### src/rtl/uart_pkg.sv
// Shared types and constants for the UART receive path.
//   uart_state_e            : receiver FSM states
//   DEFAULT_CLOCKS_PER_BAUD : 100 MHz / 115200
//   BAUD_CNT_W              : width of the baud counter
package uart_pkg;

  localparam int unsigned BAUD_CNT_W = 24;

  localparam logic [BAUD_CNT_W-1:0] DEFAULT_CLOCKS_PER_BAUD = 24'd868;

  typedef enum logic [2:0] {
    StIdle,
    StStart,
    StData,
    StStop,
    StBreak
  } uart_state_e;

endpackage

### src/rtl/sync_2ff.sv
// Two-flop synchronizer for a single asynchronous input.
// Ports:
//   clk_i : sampling clock
//   rst_i : asynchronous active-high reset, loads RESET_VAL into both flops
//   d_i   : asynchronous input
//   q_o   : synchronized output (two clocks of latency)
module sync_2ff #(
  parameter logic RESET_VAL = 1'b1
) (
  input  logic clk_i,
  input  logic rst_i,
  input  logic d_i,
  output logic q_o
);

  logic meta_d, meta_q;
  logic sync_d, sync_q;

  always_comb begin
    meta_d = d_i;
    sync_d = meta_q;
  end

  always_ff @(posedge clk_i or posedge rst_i) begin
    if (rst_i) begin
      meta_q <= RESET_VAL;
      sync_q <= RESET_VAL;
    end else begin
      meta_q <= meta_d;
      sync_q <= sync_d;
    end
  end

  assign q_o = sync_q;

endmodule

### src/rtl/uart_rx_deframer.sv
// 8N1 UART receiver. Samples each bit at its centre using a baud counter that
// is loaded on entry to each timed state, and shifts data in LSB-first.
// Ports:
//   i_clk       : system clock
//   i_reset     : asynchronous active-high reset
//   i_uart_rx   : asynchronous serial line, idle high
//   o_wr        : one-cycle strobe, received byte valid
//   o_data      : received byte, held until the next o_wr
//   o_frame_err : stop bit sampled low; qualified by o_wr
module uart_rx_deframer
  import uart_pkg::*;
#(
  parameter logic [BAUD_CNT_W-1:0] CLOCKS_PER_BAUD = DEFAULT_CLOCKS_PER_BAUD
) (
  input  logic       i_clk,
  input  logic       i_reset,
  input  logic       i_uart_rx,
  output logic       o_wr,
  output logic [7:0] o_data,
  output logic       o_frame_err
);

  localparam logic [BAUD_CNT_W-1:0] CntOne   = 1;
  localparam logic [BAUD_CNT_W-1:0] Half     = CLOCKS_PER_BAUD >> 1;
  localparam logic [BAUD_CNT_W-1:0] HalfLoad = Half - CntOne;
  localparam logic [BAUD_CNT_W-1:0] BaudLoad = CLOCKS_PER_BAUD - CntOne;

  logic rx_s;

  sync_2ff #(
    .RESET_VAL (1'b1)
  ) u_sync (
    .clk_i (i_clk),
    .rst_i (i_reset),
    .d_i   (i_uart_rx),
    .q_o   (rx_s)
  );

  uart_state_e           state_d, state_q;
  logic [BAUD_CNT_W-1:0] cnt_d, cnt_q;
  logic [2:0]            bit_cnt_d, bit_cnt_q;
  logic [7:0]            shift_d, shift_q;
  logic [7:0]            data_d, data_q;
  logic                  wr_d, wr_q;
  logic                  ferr_d, ferr_q;
  logic                  tick;

  assign tick = (cnt_q == '0);

  always_comb begin
    state_d   = state_q;
    cnt_d     = cnt_q;
    bit_cnt_d = bit_cnt_q;
    shift_d   = shift_q;
    data_d    = data_q;
    wr_d      = 1'b0;
    ferr_d    = 1'b0;

    // Free-running countdown in the timed states; a state action that fires
    // on tick overrides this with a reload.
    if ((state_q == StStart || state_q == StData || state_q == StStop) && !tick) begin
      cnt_d = cnt_q - CntOne;
    end

    unique case (state_q)
      StIdle: begin
        if (!rx_s) begin
          state_d = StStart;
          cnt_d   = HalfLoad;
        end
      end
      StStart: begin
        if (tick) begin
          if (!rx_s) begin
            state_d   = StData;
            cnt_d     = BaudLoad;
            bit_cnt_d = 3'd0;
          end else begin
            // Line came back high before mid-start-bit: treat as a glitch.
            state_d = StIdle;
          end
        end
      end
      StData: begin
        if (tick) begin
          shift_d   = {rx_s, shift_q[7:1]};
          cnt_d     = BaudLoad;
          bit_cnt_d = bit_cnt_q + 3'd1;
          if (bit_cnt_q == 3'd7) begin
            state_d = StStop;
          end
        end
      end
      StStop: begin
        if (tick) begin
          data_d  = shift_q;
          wr_d    = 1'b1;
          ferr_d  = !rx_s;
          // Leaving at mid-stop-bit lets a following start bit be caught
          // even with no idle time between frames.
          state_d = rx_s ? StIdle : StBreak;
        end
      end
      StBreak: begin
        // Held-low line: wait for idle so it cannot re-trigger a frame.
        if (rx_s) begin
          state_d = StIdle;
        end
      end
      default: begin
        state_d = StIdle;
      end
    endcase
  end

  always_ff @(posedge i_clk or posedge i_reset) begin
    if (i_reset) begin
      state_q   <= StIdle;
      cnt_q     <= '0;
      bit_cnt_q <= 3'd0;
      shift_q   <= 8'h00;
      data_q    <= 8'h00;
      wr_q      <= 1'b0;
      ferr_q    <= 1'b0;
    end else begin
      state_q   <= state_d;
      cnt_q     <= cnt_d;
      bit_cnt_q <= bit_cnt_d;
      shift_q   <= shift_d;
      data_q    <= data_d;
      wr_q      <= wr_d;
      ferr_q    <= ferr_d;
    end
  end

  assign o_wr        = wr_q;
  assign o_data      = data_q;
  assign o_frame_err = ferr_q;

endmodule
### config.mk
export PLATFORM = sky130hd
export DESIGN_NAME = uart_rx_deframer
export DESIGN_NICKNAME = d
export VERILOG_FILES = /design/src/rtl/uart_pkg.sv /design/src/rtl/sync_2ff.sv /design/src/rtl/uart_rx_deframer.sv
export SDC_FILE = /design/constraint.sdc
export NUM_CORES = 1
export LEC_CHECK = 0
export ABC_AREA = 1
export CAP_MARGIN = 20
export CORE_ASPECT_RATIO = 0.8
export CORE_MARGIN = 5
export CORE_UTILIZATION = 40
export CTS_CLUSTER_SIZE = 40
export DETAILED_ROUTE_END_ITERATION = 16
export GPL_TIMING_DRIVEN = 0
export REMOVE_ABC_BUFFERS = 1
export SLEW_MARGIN = 20
export SYNTH_ARGS = -nofsm -noshare
export SYNTH_HDL_FRONTEND = slang
export SYNTH_HIERARCHICAL = 1
export SYNTH_SLANG_ARGS = --single-unit
### constraint.sdc
create_clock -name i_clk -period 2 [get_ports i_clk]
set_input_delay 0.4 -clock i_clk [delete_from_list [all_inputs] [get_ports i_clk]]
set_output_delay 0.4 -clock i_clk [all_outputs]
set_load 0.01 [all_outputs]
-- Word level (Yosys, flattened, before mapping)
Cells that the tools add are included.
- add/sub/neg operators: 2
- eq/ne operators: 12
- muxes and demuxes: 23
- reduce and logical (&&, ||, !) cells: 12
- operators with widths (cell ; count):
    $mux W24 ; 5
    $pmux W24 S3 ; 1
    $mux W3 ; 10
    $logic_not A24 Y1 ; 1
    $sub A24 B1 Y24 const B ; 1
    $pmux W3 S5 ; 1
    $ne A2 B2 Y1 const B ; 5
    $eq A3 B2 Y1 const B ; 2
    $eq A3 B3 Y1 const B ; 2
    $pmux W3 S2 ; 1
    $reduce_and A6 Y1 ; 1
    $mux W1 ; 4
    $ne A2 B1 Y1 const B ; 2
    $reduce_and A2 Y1 ; 2
    $reduce_and A4 Y1 ; 1
    $add A3 B1 Y3 const B ; 1
    $eq A3 B1 Y1 const B ; 1
    $logic_not A3 Y1 ; 1
    $logic_not A1 Y1 ; 2
    $logic_or A1 B1 Y1 ; 2
    $mux W2 ; 1
    $reduce_bool A2 Y1 ; 1
    $logic_and A1 B1 Y1 ; 1
- bits in registers: 50
- output and inout port bits: 10
- word-level logic and storage cells: 58

-- Logic depth before layout (Yosys ltp)
Gate-level depths: netlist of run 1.
- word-level depth: 8
- mapped depth: 12
- depth with buffers taken out: 11

-- Modules after synthesis
The synthesis of run 1 kept the hierarchy.
- by module, submodules not included (module ; instances ; cells each ; area each (µm²) ; sequential area each (µm²)):
    uart_rx_deframer ; 1 ; 348 ; 2703.8 ; 1201.2
    sync_2ff ; 1 ; 3 ; 56.3 ; 52.6

-- Least setup slack after synthesis of run 1
Ideal clock, no wire load.
- path type: reg-to-reg
- start: register cnt_q[0]
- end: register cnt_q[6]
- library setup time: 139 ps
- arrival time: 1492 ps
- data required time: 1861 ps
- slack: 369 ps
- cell stages (with the launch flop): 13
- buffers on the path: 1
- clock period less this slack: 1631 ps
- path through: dfrtp_1 -> inv_1 -> ha_1 -> nand2_2 -> nor2_2 -> nand3_4 -> nand2_4 -> inv_2 -> buf_6 -> nand2_2 -> nand2_1 -> o21ai_1 -> nand3_1
- longest elaborated chain between the ends: 7
- RTL lines (item ; RTL line ; text):
    start, declared ; uart_rx_deframer.sv:40 ; logic [BAUD_CNT_W-1:0] cnt_d, cnt_q;
    start signal, assigned ; uart_rx_deframer.sv:127 ; cnt_q <= cnt_d;
    parallel branches: the longest is 6 deep, another holds $sub A24 B1 Y24 ; -- ;
    $pmux W24 S3 * ; uart_rx_deframer.sv:65 ; unique case (state_q)
    via cnt_d[6] ; uart_rx_deframer.sv:40 ;
Mark *: on every way through the listed nets, which the timed path passes.
A chain may end at the register's enable or synchronous reset.

-- Final worst setup path of run 1
Same ends and word-level chain as after synthesis.

==> results of run 1 <==
cell type report:
cell class                      count  share of cell area
Multi-Input combinational cell    259              0.4319
Sequential cell                    50              0.4072
Timing Repair Buffer               14             0.04795
Inverter                           37             0.04673
Tap cell                           87             0.03535
Clock buffer                        5             0.02235
Clock inverter                      3            0.008533
where the power goes:
group,internal [mW],leakage (nW),switching (mW)
combinational,0.00853,0.884,0.0229
clock,0.258,0.0491,0.382
sequential,1.01,0.672,0.00194
through the flow:
step | cells | instance area, µm²
6_report | 455 | 3079
4_1_cts | 455 | 3068
3_5_place_dp | 446 | 2965
2_1_floorplan | 346 | 2716
3_3_place_gp | 445 | 2945
5_1_grt | 455 | 3079
metal layers:
metal | part of all wire | routed length [µm] | vias up | track usage
li1 | - | - | 1146 | -
met5 | 0 | 0 | - | 0
met4 | 0.0063 | 37 | 0 | 0.02471
met1 | 0.52 | 3053 | 1022 | 0.2143
met2 | 0.44 | 2610 | 35 | 0.2403
met3 | 0.036 | 211 | 5 | 0.02741
worst register-to-register path: stages (launching register included):
cell,delay (ns)
dfrtp_1,0.42
inv_1,0.14
ha_1,0.24
nand2_2,0.07
nor2_2,0.17
nand3_4,0.11
nand2_4,0.16
inv_4,0.13
nand2_2,0.08
nand2_1,0.06
o21ai_1,0.07
nand3_1,0.08
how the worst min path moves through the flow:
stage	startpoint	endpoint	slack, ns	cells past startpoint
floorplan	i_reset	u_sync/meta_q	0.31	1
global placement	u_sync/meta_q	u_sync/q_o	0.35	0
detailed placement	u_sync/meta_q	u_sync/q_o	0.35	0
CTS	u_sync/meta_q	u_sync/q_o	0.36	0
global route	u_sync/meta_q	u_sync/q_o	0.36	0
finish	u_sync/meta_q	u_sync/q_o	0.36	0
flip-flops by register name, summed over array words and instances (netlist names):
register       flops
cnt_q             24
o_data             8
o_frame_err        1
shift_q            8
o_wr               1
bit_cnt_q          3
u_sync/q_o         1
u_sync/meta_q      1
state_q            3
logic make-up (layout without fill, tap and decap cells):
family                     count (synthesis)  after routing  synth area share
and+or+nand+nor                          206            206            0.3459
DFF                                       50             50            0.4542
buffers and inverters                     42             59           0.06618
AOI/OAI and AO/OA                         35             35           0.07072
xor gates and xnor gates                  13             13           0.04125
adders and majority gates                  4              4           0.01813
muxes                                      1              1          0.003627
placed cells by master (no fill, tap or decap), drive strengths merged, types with 2 or more instances in the layout:
cell | netlist | routed
xnor2 | 2 | 2
xor2 | 11 | 11
a21oi | 3 | 3
o21ai | 25 | 25
buf | 5 | 2
nand2 | 94 | 94
inv | 37 | 39
o211ai | 5 | 5
dfrtp | 48 | 48
ha | 4 | 4
dfstp | 2 | 2
nand3 | 30 | 30
nor3 | 3 | 3
nor2 | 70 | 70
clkdlybuf4s50 | 0 | 12
clkbuf | 0 | 5
nand4 | 7 | 7
repair_timing:
| item | in CTS | in global routing |
|---|---|---|
| resized for setup | 0 | 4 |
| setup buffers | 1 | 0 |
| setup endpoints to repair | 3 | 14 |
| pin swaps | 1 | 1 |
==> results.toml, run 1 <==
[layout]
final_nets = 374
final_util = 0.4535
seq_area_mm2 = 0.001254
fill_cells = 677
antenna_cells_inserted = 0
multiInputGateArea_mm2 = 0.001330
drive_above_1_share = 0.1196
area_growth_syn_to_layout_pct = 11.56

[sta]
hold_viol = 0
period_share = 0.9195
holdWs_ns = 0.3622
post-route-min-period_ns = 1.839
rsz0062_at_grt = "false"
max-slew-margin-rel = 0.6772
tightest_slew_ns = 0.4820
setup_slack_ns = 0.1610
setup_tns_ns = 0
setup_viol = 0
finClkSkew_ns = 0.01156
clock.fmax_ghz = 0.5438
drv_slew = 0

[logic_synthesis]
synth_top_area_share = 0.4352
yosys_warnings = 6
synth_most_common_cell = "nand2_1"
async_reset_ff_frac = 1.000
synth_cell_types = 32
yosys-top-cells-area = "dfrtp_1 44%, nand2_1 12%, nor2_1 7.6%"
synth_edf_count = 0
synth_area_mm2 = 0.002760
yosysTopAreaCell = "dfrtp_1"
avgSynthCellArea_um2 = 7.864
ys_ff_latch = 50
ys_seq_area_frac = 0.4542
yosys-top-cells-count = "89 x nand2_1, 56 x nor2_1, 48 x dfrtp_1"
synth_ff_type = "dfrtp_1"
synthCells = 351

[drt]
drt_wl_total_mm = 5.912
drc_errors = 0
num_vias = 2208
initialDrtViolationCount = 113
wire_per_inst_um = 12.99
firstDrtPassIters = 4
postRouteAntennaNets = 0
via_per_inst = 4.853

[global_routing]
gr-usage-all-layers = 0.1498
antenna_found_initial = 0
grt_pass1_vias = 2247
grt_pass1_wl_mm = 10.52
grt_overflow_total = 0
grt_max_degree = 30

[job]
cap_viol_max_count = 0

[setup_path]
r2r_slack_ns = 0.16
path_delay_family = "simple AND/OR/NAND/NOR gates"
r2r_start = "cnt_q[0]"
startpoint = "cnt_q[0]"
start_kind = "flip-flop"
cp.depth = 11
cp-end-kind = "flip-flop"
r2r_cells = 11
max_stage_delay_ns = 0.42
cp_max_fo = 20
worstSetupPathType = "flip-flop to flip-flop"
path_buf_inv = 2
rr_endpoint = "cnt_q[6]"
cpMostUsedCell = "nand2_2"
worstPathRequired_ns = 2.18
crit_chain = "inv_1 > ha_1 > nand2_2 > nor2_2 > nand3_4 > nand2_4 > inv_4 > nand2_2 > nand2_1 > o21ai_1 > nand3_1"
slowest_stage = "dfrtp_1"
setup.worst_path.end = "cnt_q[6]"
critPathArrivalTime_ns = 2.02

[pwr]
irDropWorstVdd_uv = 305.0
power.density_mw_per_mm2 = 548.0
p_total_mw = 1.688
p_leak_nw = 1.605

[clocking]
hold_buffers = 0
root_buffer = "clkbuf_8"
cts_max_path_buffers = 2
cts_tree = "done"
clk_pin_slew_ns = 0.10
htreeDepth = 2
clkSinkCount = 50
insertion_delay_ns = 0.32
numCtsBuffers = 5

[floorplanning]
core_mm2 = 0.006790
die_w_um = 102.9
num_io_pins = 13
design.die.area_mm2 = 0.008672
row_count = 27
initial_core_util = 0.4065
die_height_um = 84.30

[min_path]
hp-class = "flip-flop to flip-flop"

[placed_design]
pre_cts_slack_ns = -0.004563
numPortBuffers = 12
dp_hpwl_mm = 4.486
gp_congestion = 0.9157

[status]
outcome = "complete, no violations"
Note: power is estimated with default switching activity, not from simulation.
==> run 2: changes to the inputs <==
--- a/config.mk
+++ b/config.mk
@@ -13,7 +13,7 @@
 export CTS_CLUSTER_SIZE = 40
 export DETAILED_ROUTE_END_ITERATION = 16
 export GPL_TIMING_DRIVEN = 0
-export REMOVE_ABC_BUFFERS = 1
+export SKIP_CTS_REPAIR_TIMING = 1
 export SLEW_MARGIN = 20
 export SYNTH_ARGS = -nofsm -noshare
 export SYNTH_HDL_FRONTEND = slang
==> constraint.sdc (replaced) <==
create_clock -name i_clk -period 1.83 [get_ports i_clk]
set_input_delay 0.366 -clock i_clk [delete_from_list [all_inputs] [get_ports i_clk]]
set_output_delay 0.366 -clock i_clk [all_outputs]
set_load 0.01 [all_outputs]
==> results.toml, run 2 (synthesis results as in run 1) <==
[floorplanning]
core_mm2 = 0.006790
num_io_pins = 13
initial_core_util = 0.4065
row_count = 27
design.die.area_mm2 = 0.008672
die_height_um = 84.30
die_w_um = 102.9

[setup_path]
slowest_stage = "dfrtp_2"
start_kind = "flip-flop"
path_delay_family = "simple AND/OR/NAND/NOR gates"
cp_max_fo = 4
path_buf_inv = 1
max_stage_delay_ns = 0.44
critPathArrivalTime_ns = 2.02
r2r_slack_ns = 0.06
worstSetupPathType = "flip-flop to flip-flop"
cp-end-kind = "flip-flop"
crit_chain = "nor2_2 > nand2_2 > nor2_4 > nand3_2 > nor3_4 > o211ai_1 > buf_4 > nand2_1"
worstPathRequired_ns = 2.08

[global_routing]
grt_pass1_vias = 2173
grt_overflow_total = 0
grt_pass1_wl_mm = 10.50
antenna_found_initial = 0
grt_max_degree = 28
gr-usage-all-layers = 0.1518

[clocking]
cts_tree = "done"
insertion_delay_ns = 0.30
clkSinkCount = 50
numCtsBuffers = 5
clk_pin_slew_ns = 0.10
htreeDepth = 2
root_buffer = "clkbuf_8"
cts_max_path_buffers = 2

[sta]
finClkSkew_ns = 0.01048
setup_viol = 0
tightest_slew_ns = 0.5060
clock.fmax_ghz = 0.5657
drv_slew = 0
post-route-min-period_ns = 1.768
period_share = 0.9659
rsz0062_at_grt = "true"
max-slew-margin-rel = 0.6622
hold_viol = 0
setup_tns_ns = 0
holdWs_ns = 0.3619
setup_slack_ns = 0.06234

[placed_design]
numPortBuffers = 12
gp_congestion = 0.8672
dp_hpwl_mm = 4.661
pre_cts_slack_ns = -0.08382

[drt]
drt_wl_total_mm = 6.310
wire_per_inst_um = 13.34
via_per_inst = 4.911
num_vias = 2323
postRouteAntennaNets = 0
routed.top_layer = "met4"
initialDrtViolationCount = 127
dr_wl_met3_um = 286
firstDrtPassIters = 4
wl_met1_mm = 3.222
dr_wl_met2_mm = 2.745
drc_errors = 0

[layout]
final_common_cell = "nand2_1"
drive_above_1_share = 0.2124
antenna_cells_inserted = 0
area_growth_syn_to_layout_pct = 21.12
final_nets = 392
top_register = "cnt_q"
final_util = 0.4924
fill_cells = 666
final_cell_mix = "85 x nand2_1, 46 x nor2_1, 46 x dfrtp_1"
largest_reg_flops = 24

[pwr]
power.density_mw_per_mm2 = 580.2
p_total_mw = 1.940
p_leak_nw = 1.697
irDropWorstVdd_uv = 342.0

[status]
outcome = "complete, no violations"

[job]
cap_viol_max_count = 0

[min_path]
hp-class = "flip-flop to flip-flop"

[logic_synthesis]
syn_nets = 358
-- run 2: path summary, 6_finish.rpt --
| path | start | cells past startpoint | to |
|---|---|---|---|
| max | cnt_q[12] | 8 | cnt_q[9] |
| min | u_sync/meta_q | 0 | u_sync/q_o |
| max reg2reg | cnt_q[12] | 8 | cnt_q[9] |
| min reg2reg | u_sync/meta_q | 0 | u_sync/q_o |
| max in group asynchronous | i_reset | 3 | cnt_q[20] |
| min in group asynchronous | i_reset | 2 | u_sync/meta_q |
-- run 2: where the power goes --
group / total [mW] / switching [mW] / internal, mW
clock network: 0.795 / 0.385 / 0.410
registers: 1.11 / 0.00214 / 1.11
logic: 0.0347 / 0.0254 / 0.00933
-- run 2: area by class of cell --
type	instances	area, µm²	share of cell area
multi-input cells	259	1438	0.4300
flip-flops and latches	50	1256	0.3757
repair buffers	27	242.7	0.07260
inverters	37	138.9	0.04154
well taps	87	108.9	0.03256
clock buffers	5	68.82	0.02058
plain buffers	5	46.29	0.01385
clock inverters	3	43.79	0.01310
-- run 2: metrics by stage --
| stage | cells | instance area [µm²] |
|---|---|---|
| global route | 473 | 3343 |
| floorplan | 351 | 2760 |
| detailed placement | 451 | 3009 |
| finish | 473 | 3343 |
| global placement | 450 | 2989 |
| CTS | 459 | 3122 |
-- run 2: routing by layer --
metal,vias to the layer above,track usage
met4,0,0.03412
met3,8,0.03405
met2,44,0.2145
met5,-,0
li1,1192,-
met1,1079,0.2355
==> run 3: changes to the inputs <==
--- a/config.mk
+++ b/config.mk
@@ -9,10 +9,11 @@
 export CAP_MARGIN = 20
 export CORE_ASPECT_RATIO = 0.8
 export CORE_MARGIN = 5
-export CORE_UTILIZATION = 40
+export CORE_UTILIZATION = 60
 export CTS_CLUSTER_SIZE = 40
 export DETAILED_ROUTE_END_ITERATION = 16
 export GPL_TIMING_DRIVEN = 0
+export PLACE_DENSITY = 0.79
 export SKIP_CTS_REPAIR_TIMING = 1
 export SLEW_MARGIN = 20
 export SYNTH_ARGS = -nofsm -noshare
==> results.toml, run 3 (synthesis results as in run 1) <==
[floorplanning]
core_mm2 = 0.004514
row_count = 22
design.die.area_mm2 = 0.006065
num_io_pins = 13
die_height_um = 70.67
initial_core_util = 0.6114
die_w_um = 85.83

[layout]
antenna_cells_inserted = 0
final_cell_mix = "86 x nand2_1, 50 x nor2_1, 46 x dfrtp_1"
final_util = 0.7098
area_growth_syn_to_layout_pct = 16.09
largest_reg_flops = 24
drive_above_1_share = 0.1794
top_register = "cnt_q"
final_common_cell = "nand2_1"
design_area_mm2 = 0.003204
final_nets = 385

[setup_path]
start_kind = "flip-flop"
cp-end-kind = "flip-flop"
r2r_slack_ns = 0.07
critPathArrivalTime_ns = 1.94
worstSetupPathType = "flip-flop to flip-flop"
worstPathRequired_ns = 2.01
r2r_cells = 11
cp_max_fo = 10

[sta]
max-slew-margin-rel = 0.6227
holdWs_ns = 0.3630
hold_viol = 0
tightest_slew_ns = 0.5652
drv_slew = 0
post-route-min-period_ns = 1.762
setup_tns_ns = 0
clock.fmax_ghz = 0.5675
rsz0062_at_grt = "true"
finClkSkew_ns = 0.002840
period_share = 0.9628
setup_viol = 0

[min_path]
hp-class = "flip-flop to flip-flop"
whs_path_depth = 0

[drt]
initialDrtViolationCount = 169
drt_wl_total_mm = 6.051
via_per_inst = 5.374
num_vias = 2359
wire_per_inst_um = 13.78
drc_errors = 0
firstDrtPassIters = 6
postRouteAntennaNets = 0

[clocking]
cts_max_path_buffers = 2
clk_pin_slew_ns = 0.08
insertion_delay_ns = 0.29
root_buffer = "clkbuf_8"
cts_tree = "done"
htreeDepth = 2
clkSinkCount = 50
numCtsBuffers = 5

[pwr]
power.density_mw_per_mm2 = 557.1
p_total_mw = 1.785
irDropWorstVdd_uv = 453.7
p_leak_nw = 1.666

[placed_design]
dp_hpwl_mm = 4.465
gp_congestion = 0.9187
numPortBuffers = 12
placed_area_mm2 = 0.002983

[job]
cap_viol_max_count = 0

[global_routing]
grt_max_degree = 26
grt_pass1_wl_mm = 10.18
grt_pass1_vias = 2210
gr-usage-all-layers = 0.2070
grt_overflow_total = 0
antenna_found_initial = 0

[logic_synthesis]
syn_nets = 358

[status]
outcome = "complete, no violations"
## run 3: worst max-delay path, stage by stage, from the launching register on
cell	delay [ns]
dfrtp_2	0.45
nor2_2	0.15
nand2_1	0.13
nor2_4	0.20
nand3_4	0.13
nand2_8	0.12
inv_2	0.05
buf_6	0.14
nand2_2	0.05
nand2_1	0.06
o21ai_1	0.08
nand3_1	0.08
## run 3: final cells by class
class	count	area, µm²
multi-input combinational	259	1399
fill	377	1310
sequential	50	1256
timing repair buffer	20	200.2
inverter	37	138.9
clock buffer	7	86.33
tap	60	75.07
buffer	5	43.79
clock inverter	1	5.005
## run 3: where the power goes
part           total (mW)  internal [mW]  switching (mW)
Combinational      0.0362         0.0110          0.0251
Clock               0.639          0.305           0.334
Sequential           1.11           1.11         0.00237
## run 3: metal layers
| metal | share of wire | track usage | vias up |
|---|---|---|---|
| li1 | - | - | 1173 |
| met1 | 0.48 | 0.3011 | 1117 |
| met2 | 0.46 | 0.3198 | 60 |
| met3 | 0.053 | 0.04075 | 9 |
| met4 | 0.012 | 0.05097 | 0 |
| met5 | 0 | 0 | - |
## run 3: path summary, 6_finish.rpt
path,start,to
setup reg to reg,cnt_q[12],cnt_q[6]
setup / recovery,cnt_q[12],cnt_q[6]
max in group asynchronous,i_reset,cnt_q[12]
min in group asynchronous,i_reset,u_sync/q_o
hold / removal,u_sync/meta_q,u_sync/q_o
hold reg to reg,u_sync/meta_q,u_sync/q_o
## run 3: through the flow
step,instances,setup slack (ns)
after floorplan,351,0.1991
after global placement,423,-0.6182
after detailed placement,424,-0.05403
after CTS,432,-0.07754
after global routing,439,-0.05914
final,439,0.06799
